<file path="config.mk">
export PLATFORM = sky130hd
export DESIGN_NAME = dmem_arbiter
export DESIGN_NICKNAME = d
export VERILOG_FILES = /design/src/rtl/dmem_pkg.sv /design/src/rtl/rr_arbiter2.sv /design/src/rtl/dmem_arbiter.sv
export SDC_FILE = /design/constraint.sdc
export NUM_CORES = 1
export LEC_CHECK = 0
export ABC_CLOCK_PERIOD_IN_PS = 1700
export CAP_MARGIN = 20
export CORE_AREA = 2 2 203 205
export DETAILED_ROUTE_END_ITERATION = 8
export DIE_AREA = 0 0 205 207
export GPL_TIMING_DRIVEN = 0
export PLACE_DENSITY = 0.52
export SETUP_SLACK_MARGIN = 0.5
export SLEW_MARGIN = 10
export SYNTH_ARGS = -nofsm -noshare
export SYNTH_HDL_FRONTEND = slang
export SYNTH_SLANG_ARGS = --single-unit
</file>
<file path="constraint.sdc">
create_clock -name clk -period 1.7 [get_ports clk]
set_input_delay 0.34 -clock clk [delete_from_list [all_inputs] [get_ports clk]]
set_output_delay 0.34 -clock clk [all_outputs]
set_load 0.1 [all_outputs]
</file>
<file path="src/rtl/dmem_pkg.sv">
`default_nettype none
// ============================================================================
// Module      : dmem_pkg
// Description : Shared types and constants for the data-memory arbiter.
// Revision    : 1.0 - initial release
// ============================================================================
package dmem_pkg;

   // Access sequencer states
   typedef enum logic [1:0] {
      S_IDLE   = 2'd0,
      S_ACCESS = 2'd1,
      S_RESP   = 2'd2
   } state_t;

   localparam int unsigned WORD_BYTES = 8;
   localparam logic [2:0]  ALIGN_MASK = 3'(WORD_BYTES - 1);

   // A byte address is word aligned when its low offset bits are all zero
   function automatic logic is_aligned(input logic [2:0] lsb);
      return (lsb & ALIGN_MASK) == 3'd0;
   endfunction

endpackage
`default_nettype wire

</file>
<file path="src/rtl/rr_arbiter2.sv">
`default_nettype none
// ============================================================================
// Module      : rr_arbiter2
// Description : Two-input round-robin arbiter. Under contention the input
//               that did not win last time is granted.
// Revision    : 1.0 - initial release
// ============================================================================
module rr_arbiter2 (
   input  logic       clk,
   input  logic       reset,      // asynchronous, active low
   input  logic [1:0] req_i,
   input  logic       update_i,   // commit the current grant to history
   output logic       valid_o,
   output logic       gnt_id_o
);

   logic last_grant_q;
   logic last_grant_d;

   // Grant selection and history update
   always_comb begin
      valid_o      = |req_i;
      gnt_id_o     = (req_i == 2'b11) ? ~last_grant_q : req_i[1];
      last_grant_d = last_grant_q;
      if (update_i && valid_o) begin
         last_grant_d = gnt_id_o;
      end
   end

   // History register; port 0 wins the first contention after reset
   always_ff @(posedge clk or negedge reset) begin
      if (!reset) begin
         last_grant_q <= 1'b1;
      end else begin
         last_grant_q <= last_grant_d;
      end
   end

endmodule
`default_nettype wire

</file>
<file path="src/rtl/dmem_arbiter.sv">
`default_nettype none
// ============================================================================
// Module      : dmem_arbiter
// Description : Two-port arbiter and access sequencer for the 64-byte data
//               memory. One strobe cycle per access, one-cycle acknowledge.
// Revision    : 1.0 - initial release
// ============================================================================
module dmem_arbiter
   import dmem_pkg::*;
#(
   parameter int ADDR_W    = 64,
   parameter int DATA_W    = 64,
   parameter int MEM_BYTES = 64
) (
   input  logic              clk,
   input  logic              reset,
   input  logic              req0,
   input  logic              we0,
   input  logic [ADDR_W-1:0] addr0,
   input  logic [DATA_W-1:0] wdata0,
   output logic              ack0,
   input  logic              req1,
   input  logic              we1,
   input  logic [ADDR_W-1:0] addr1,
   input  logic [DATA_W-1:0] wdata1,
   output logic              ack1,
   output logic [DATA_W-1:0] rdata,
   output logic              err,
   output logic              busy,
   output logic [ADDR_W-1:0] mem_address,
   output logic [DATA_W-1:0] mem_write_data,
   output logic              mem_memorywrite,
   output logic              mem_memoryread,
   input  logic [DATA_W-1:0] mem_read_data
);

   // Highest legal word address; compared unsigned on the full width
   localparam logic [ADDR_W-1:0] LAST_WORD = ADDR_W'(MEM_BYTES) - ADDR_W'(WORD_BYTES);

   state_t            state_q, state_d;
   logic [ADDR_W-1:0] addr_q, addr_d;
   logic [DATA_W-1:0] wdata_q, wdata_d;
   logic [DATA_W-1:0] rdata_q, rdata_d;
   logic              we_q, we_d;
   logic              id_q, id_d;
   logic              err_q, err_d;

   logic              gnt_valid;
   logic              gnt_id;
   logic [ADDR_W-1:0] sel_addr;
   logic [DATA_W-1:0] sel_wdata;
   logic              sel_we;
   logic              sel_legal;

   rr_arbiter2 u_arb (
      .clk      (clk),
      .reset    (reset),
      .req_i    ({req1, req0}),
      .update_i (state_q == S_IDLE),
      .valid_o  (gnt_valid),
      .gnt_id_o (gnt_id)
   );

   // Winner's request fields and the alignment / bounds check
   always_comb begin
      sel_addr  = gnt_id ? addr1  : addr0;
      sel_wdata = gnt_id ? wdata1 : wdata0;
      sel_we    = gnt_id ? we1    : we0;
      sel_legal = is_aligned(sel_addr[2:0]) && (sel_addr <= LAST_WORD);
   end

   // Next-state logic for the IDLE -> ACCESS -> RESP sequence
   always_comb begin
      state_d = state_q;
      addr_d  = addr_q;
      wdata_d = wdata_q;
      rdata_d = rdata_q;
      we_d    = we_q;
      id_d    = id_q;
      err_d   = err_q;
      case (state_q)
         S_IDLE: begin
            if (gnt_valid) begin
               addr_d  = sel_addr;
               wdata_d = sel_wdata;
               we_d    = sel_we;
               id_d    = gnt_id;
               rdata_d = '0;
               if (sel_legal) begin
                  err_d   = 1'b0;
                  state_d = S_ACCESS;
               end else begin
                  // Rejected requests skip the memory entirely
                  err_d   = 1'b1;
                  state_d = S_RESP;
               end
            end
         end
         S_ACCESS: begin
            if (!we_q) begin
               rdata_d = mem_read_data;
            end
            state_d = S_RESP;
         end
         S_RESP: begin
            rdata_d = '0;
            err_d   = 1'b0;
            state_d = S_IDLE;
         end
         default: begin
            state_d = S_IDLE;
         end
      endcase
   end

   // State and transaction registers
   always_ff @(posedge clk or negedge reset) begin
      if (!reset) begin
         state_q <= S_IDLE;
         addr_q  <= '0;
         wdata_q <= '0;
         rdata_q <= '0;
         we_q    <= 1'b0;
         id_q    <= 1'b0;
         err_q   <= 1'b0;
      end else begin
         state_q <= state_d;
         addr_q  <= addr_d;
         wdata_q <= wdata_d;
         rdata_q <= rdata_d;
         we_q    <= we_d;
         id_q    <= id_d;
         err_q   <= err_d;
      end
   end

   // Outputs decoded from state so a reset mid-access drops strobes at once
   always_comb begin
      mem_memorywrite = (state_q == S_ACCESS) &&  we_q;
      mem_memoryread  = (state_q == S_ACCESS) && !we_q;
      mem_address     = addr_q;
      mem_write_data  = wdata_q;
      ack0            = (state_q == S_RESP) && !id_q;
      ack1            = (state_q == S_RESP) &&  id_q;
      err             = err_q;
      rdata           = rdata_q;
      busy            = (state_q != S_IDLE);
   end

endmodule
`default_nettype wire
</file>
After elaboration in Yosys (flattened, before gate mapping)
Cells that the tools add are included.

Order comparisons: 1. Equal/unequal tests: 5. Multiplexer cells: 13. Bitwise logic cells: 1. Reduce and logical (&&, ||, !) cells: 17.

Operator list (number): 64-bit 2-to-1 mux (4); 64-bit one-hot mux with 3 select lines (1); 64-bit by 6-bit less-or-equal comparator with 1-bit output, second input constant (1); 1-bit logical AND (6); 2-bit equality test, second input constant (2); 1-bit 2-to-1 mux (4); 2-bit 2-to-1 mux (2); 2-bit inequality test, second input constant (2); 2-bit one-hot mux with 2 select lines (1); 2-bit AND reduction (2); 2-bit nonzero test (2); 3-bit zero test (1); 3-bit AND reduction (1); 3-bit nonzero test (1); 2-bit by 1-bit equality test with 1-bit output, second input constant (1); 1-bit zero test (2); 2-bit zero test (1); 1-bit one-hot mux with 2 select lines (1); 2-bit OR reduction (1); 1-bit inverter (1).

Register bits: 198. Input bits: 326. Output and inout port bits: 198.

Depth between registers and ports, before layout
Depth in word-level cells: 8. Mapped depth: 7.

Cells and area by module
A second synthesis with hierarchy kept.

Cells, all modules: 914. Area, all modules: 8896.0 um2.

Modules (own cells, without submodules): dmem_arbiter (times used 1, cells an instance 909, area an instance 8844.7 um2, sequential area each 4929.7 um2); rr_arbiter2 (times used 1, cells an instance 5, area an instance 51.3 um2, sequential area each 26.3 um2).

Worst setup path after synthesis
Ideal clock, no wire load.

Path type: reg2reg. Start: register state_q[1]. End: register rdata_q[10] (netlist: rdata[10]). Data arrival time: 2436 ps. Required time: 1578 ps. Slack: -858 ps. Stages on the path, launching flop included: 7. Path buffers: 1. Period minus slack after synthesis: 2558 ps. Cells stage by stage: dfrtp_1 nand2b_1 nor2_1 nor2_4 buf_2 nand2_1 nand2_1.

Cells in the longest elaborated chain, start to end: 3. Elaborated cells between the ends (all ways): 8. Classes of those cells: eq/ne: 4; mux: 1; reduce/logical: 3.

RTL lines: start: declaration (RTL line dmem_arbiter.sv:40) `state_t state_q, state_d;`; start signal: assignment (RTL line dmem_arbiter.sv:127) `state_q <= state_d;`; 2-bit by 1-bit equality test with 1-bit output, or another cell as far along (RTL line dmem_arbiter.sv:81) `case (state_q)`; 2-bit inequality test (no source line) or 3-bit nonzero test (tied branches); 3-bit AND reduction (no source line); end signal: assignment (RTL line dmem_arbiter.sv:130) `rdata_q <= rdata_d;`; end: declaration (RTL line dmem_arbiter.sv:43) `logic [DATA_W-1:0] rdata_q, rdata_d;`.

Parallel ways exist; a longest one is shown, timed or not. A chain may end at the register's enable or synchronous reset.

Final worst setup path
Start: register state_q[1]. End: output port mem_memorywrite.

Cells in the longest elaborated chain, start to end: 2.

RTL lines: 2-bit by 1-bit equality test with 1-bit output (RTL line dmem_arbiter.sv:139) `mem_memorywrite = (state_q == S_ACCESS) && we_q;`; 1-bit logical AND (RTL line dmem_arbiter.sv:139); end: declaration (RTL line dmem_arbiter.sv:32) `output logic mem_memorywrite,`.

No other way between the ends.

==> impl_metrics.ini <==
[outcome]
run_status = finished, violations left
violations = setup timing

[clocking]
cts_tree = done
clockBufferDepth = 2
cts_htree_levels = 4
numCtsBuffers = 17
path_clk_slew_ns = 0.07
root_buffer = clkbuf_16
insertion_delay_ns = 0.46
cts.sinks = 198

[placement]
gpl.final_weighted_congestion = 0.875
place_area_um2 = 14900
numPortBuffers = 523
post-dp-hpwl_um = 35000

[flow_run]
maxCapViolCount = 0

[timing]
finalMaxSlewViolations = 0
hold_violations = 0
tns_ns = -3.55
skew_ns = 0.0145
worst_slack_ns = -0.151
fmax_mhz = 540
finalSetupViolCount = 66
rsz0062_at_grt = true
period_share_pct = 109
post-route-min-period_ns = 1.85
holdWs_ns = 0.306
relSlewSlack_pct = 61.2
worstMarginPinSlew_ns = 0.582

[detailed_routing]
drt_drc_violations_left = 0
first_pass_iters = 6
vias = 10100
viasPerCell = 4.62
ant_nets = 0
wl_per_cell_um = 20.7
drt_iter0_drc = 481
routed_wl_um = 45200

[power_and_ir_drop]
p_leak_nw = 7.86
power_density_nw_per_um2 = 1220
vdd_ir_drop_max_uv = 782

[worst_setup_path]
cp_slowest_stage_delay_ns = 0.49
crit_path_cell_trace = nor2b_4, clkbuf_8, and2_4, buf_12
crit_family = flip-flops
cp_slowest_cell = dfrtp_2
cp_max_fo = 6
worst_setup_path_end_kind = output port
cp_data_arrival_time_ns = 1.51
required_ns = 1.36
critPathKind = reg -> out
startpoint_type = flop
critPathBufInv = 2

[global_routing]
antenna_found_initial = 4
grt_pass1_vias = 10400
overflow = 0
grt_pass1_wl_um = 66700
grt_max_degree = 100
grt_usage_pct = 21.1

[logic_synthesis]
synth_seq_cells = 198
synth.avg_cell_area_um2 = 8.38
yosysWarnings = 0
ys_types = 28
syn_nets = 1382
syn_area_um2 = 8850
synth-seq-area-share_pct = 56.0
synth_cells = 1056

[floorplan]
die_h_um = 207
ios = 524
rows = 74
die_width_um = 205
coreArea_um2 = 40400
die_area_um2 = 42400
initial_core_util_pct = 21.9

[final_layout]
nNetsFinal = 1960
drive_gt1_share_pct = 22.3
final_common_cell = nand2_1
fill_cells = 3931
stdcell_area_um2 = 17800
area_growth_pct = 101
final_cell_mix = 386 x nand2_1, 324 x clkdlybuf4s50_1, 188 x dfrtp_1
final_util_pct = 44.0

[worst_hold_path]
hp-class = in -> async
routing by layer:
metal / up-vias / part of all wire, % / global-route usage (%)
met5: - / 0.053 / 0
met4: 4 / 2.1 / 6.57
met3: 54 / 9.4 / 6.88
met2: 432 / 51 / 37.3
met1: 4851 / 38 / 23.8
li1: 4712 / - / -
cell families after synthesis:
group | after synthesis | share of synthesized area (%)
AOI/OAI and AO/OA | 142 | 10.2
buffers and inverters | 78 | 4.42
DFF | 198 | 56.0
and+or+nand+nor | 638 | 29.3
stage by stage:
stage	std cells	total power [mW]	setup WS, ns
after global placement	2111	15.7	-9.77
after CTS	2173	21.9	-0.205
after floorplan	1056	12.4	0.0616
after detailed placement	2114	15.7	-0.940
final	2177	21.7	-0.151
after global routing	2177	22.5	-0.230
synthesized netlist by cell type:
library cell,number,area (um^2)
o22ai_1,3,18.8
nand4_1,9,56.3
a41oi_1,1,8.76
clkbuf_1,8,30.0
o21ba_1,1,10.0
a21bo_1,1,10.0
buf_4,7,52.6
o22ai_2,1,12.5
nor2b_1,1,6.26
nor2_4,2,22.5
nor2_2,1,6.26
buf_2,58,290
nor2_1,138,518
nand3_1,66,330
and2_1,1,6.26
nor4_1,24,150
nand2_1,386,1450
a21oi_1,2,10.0
dfstp_2,1,26.3
dfrtp_1,197,4930
inv_2,1,3.75
nand2b_1,2,12.5
nor3_1,8,40.0
a31oi_1,131,820
a21boi_2,1,11.3
o21ai_1,1,5.00
buf_1,3,11.3
inv_1,1,3.75
sequential cells by signal, summed over array words and instances (netlist names):
signal / flops
we_q: 1
state_q: 2
rdata: 64
id_q: 1
u_arb.last_grant_q: 1
mem_address: 64
mem_write_data: 64
err: 1
report_power, final:
part / total, mW / switching, mW / internal [mW] / leakage (nW)
logic: 11.4 / 7.29 / 4.14 / 5.20
clock network: 4.03 / 1.98 / 2.05 / 0.273
registers: 6.28 / 0.847 / 5.43 / 2.39
total: 21.7 / 10.1 / 11.6 / 7.86
worst paths after layout:
kind,slack (ns),to,depth (start not counted),start
hold reg to reg,0.51,rdata[60],2,rdata[60]
max in group asynchronous,0.59,state_q[0],3,reset
setup / recovery,-0.15,mem_memorywrite,4,state_q[1]
setup reg to reg,-0.08,rdata[47],6,state_q[1]
hold / removal,0.31,rdata[54],2,reset
min in group clk,0.43,rdata[15],3,mem_read_data[15]
worst register-to-register path, cell delays in order, from the launching register on:
cell     delay, ns
dfrtp_2       0.49
buf_4         0.16
nor3_2        0.29
o22ai_2       0.28
buf_2         0.26
nand3_1       0.12
nand2_1       0.07
area by class of cell:
class / count / area, um^2 / area share, %
multi-input cells: 780 / 3600 / 20.3
flip-flops and latches: 198 / 4970 / 28.0
diodes: 1 / 2.50 / 0.0141
clock buffers: 18 / 439 / 2.47
clock inverters: 11 / 103 / 0.578
well taps: 532 / 666 / 3.75
repair buffers: 559 / 7420 / 41.8
inverters: 2 / 12.5 / 0.0705
plain buffers: 76 / 546 / 3.07
repair_timing:
action	4_1_cts	5_1_grt
hold endpoints to repair	15	0
setup endpoints to repair	395	397
gates resized for setup	1808	6
setup buffers	29	3
hold buffers	1	0
pin swaps	2	1
Note: power is estimated with default switching activity, not from simulation.
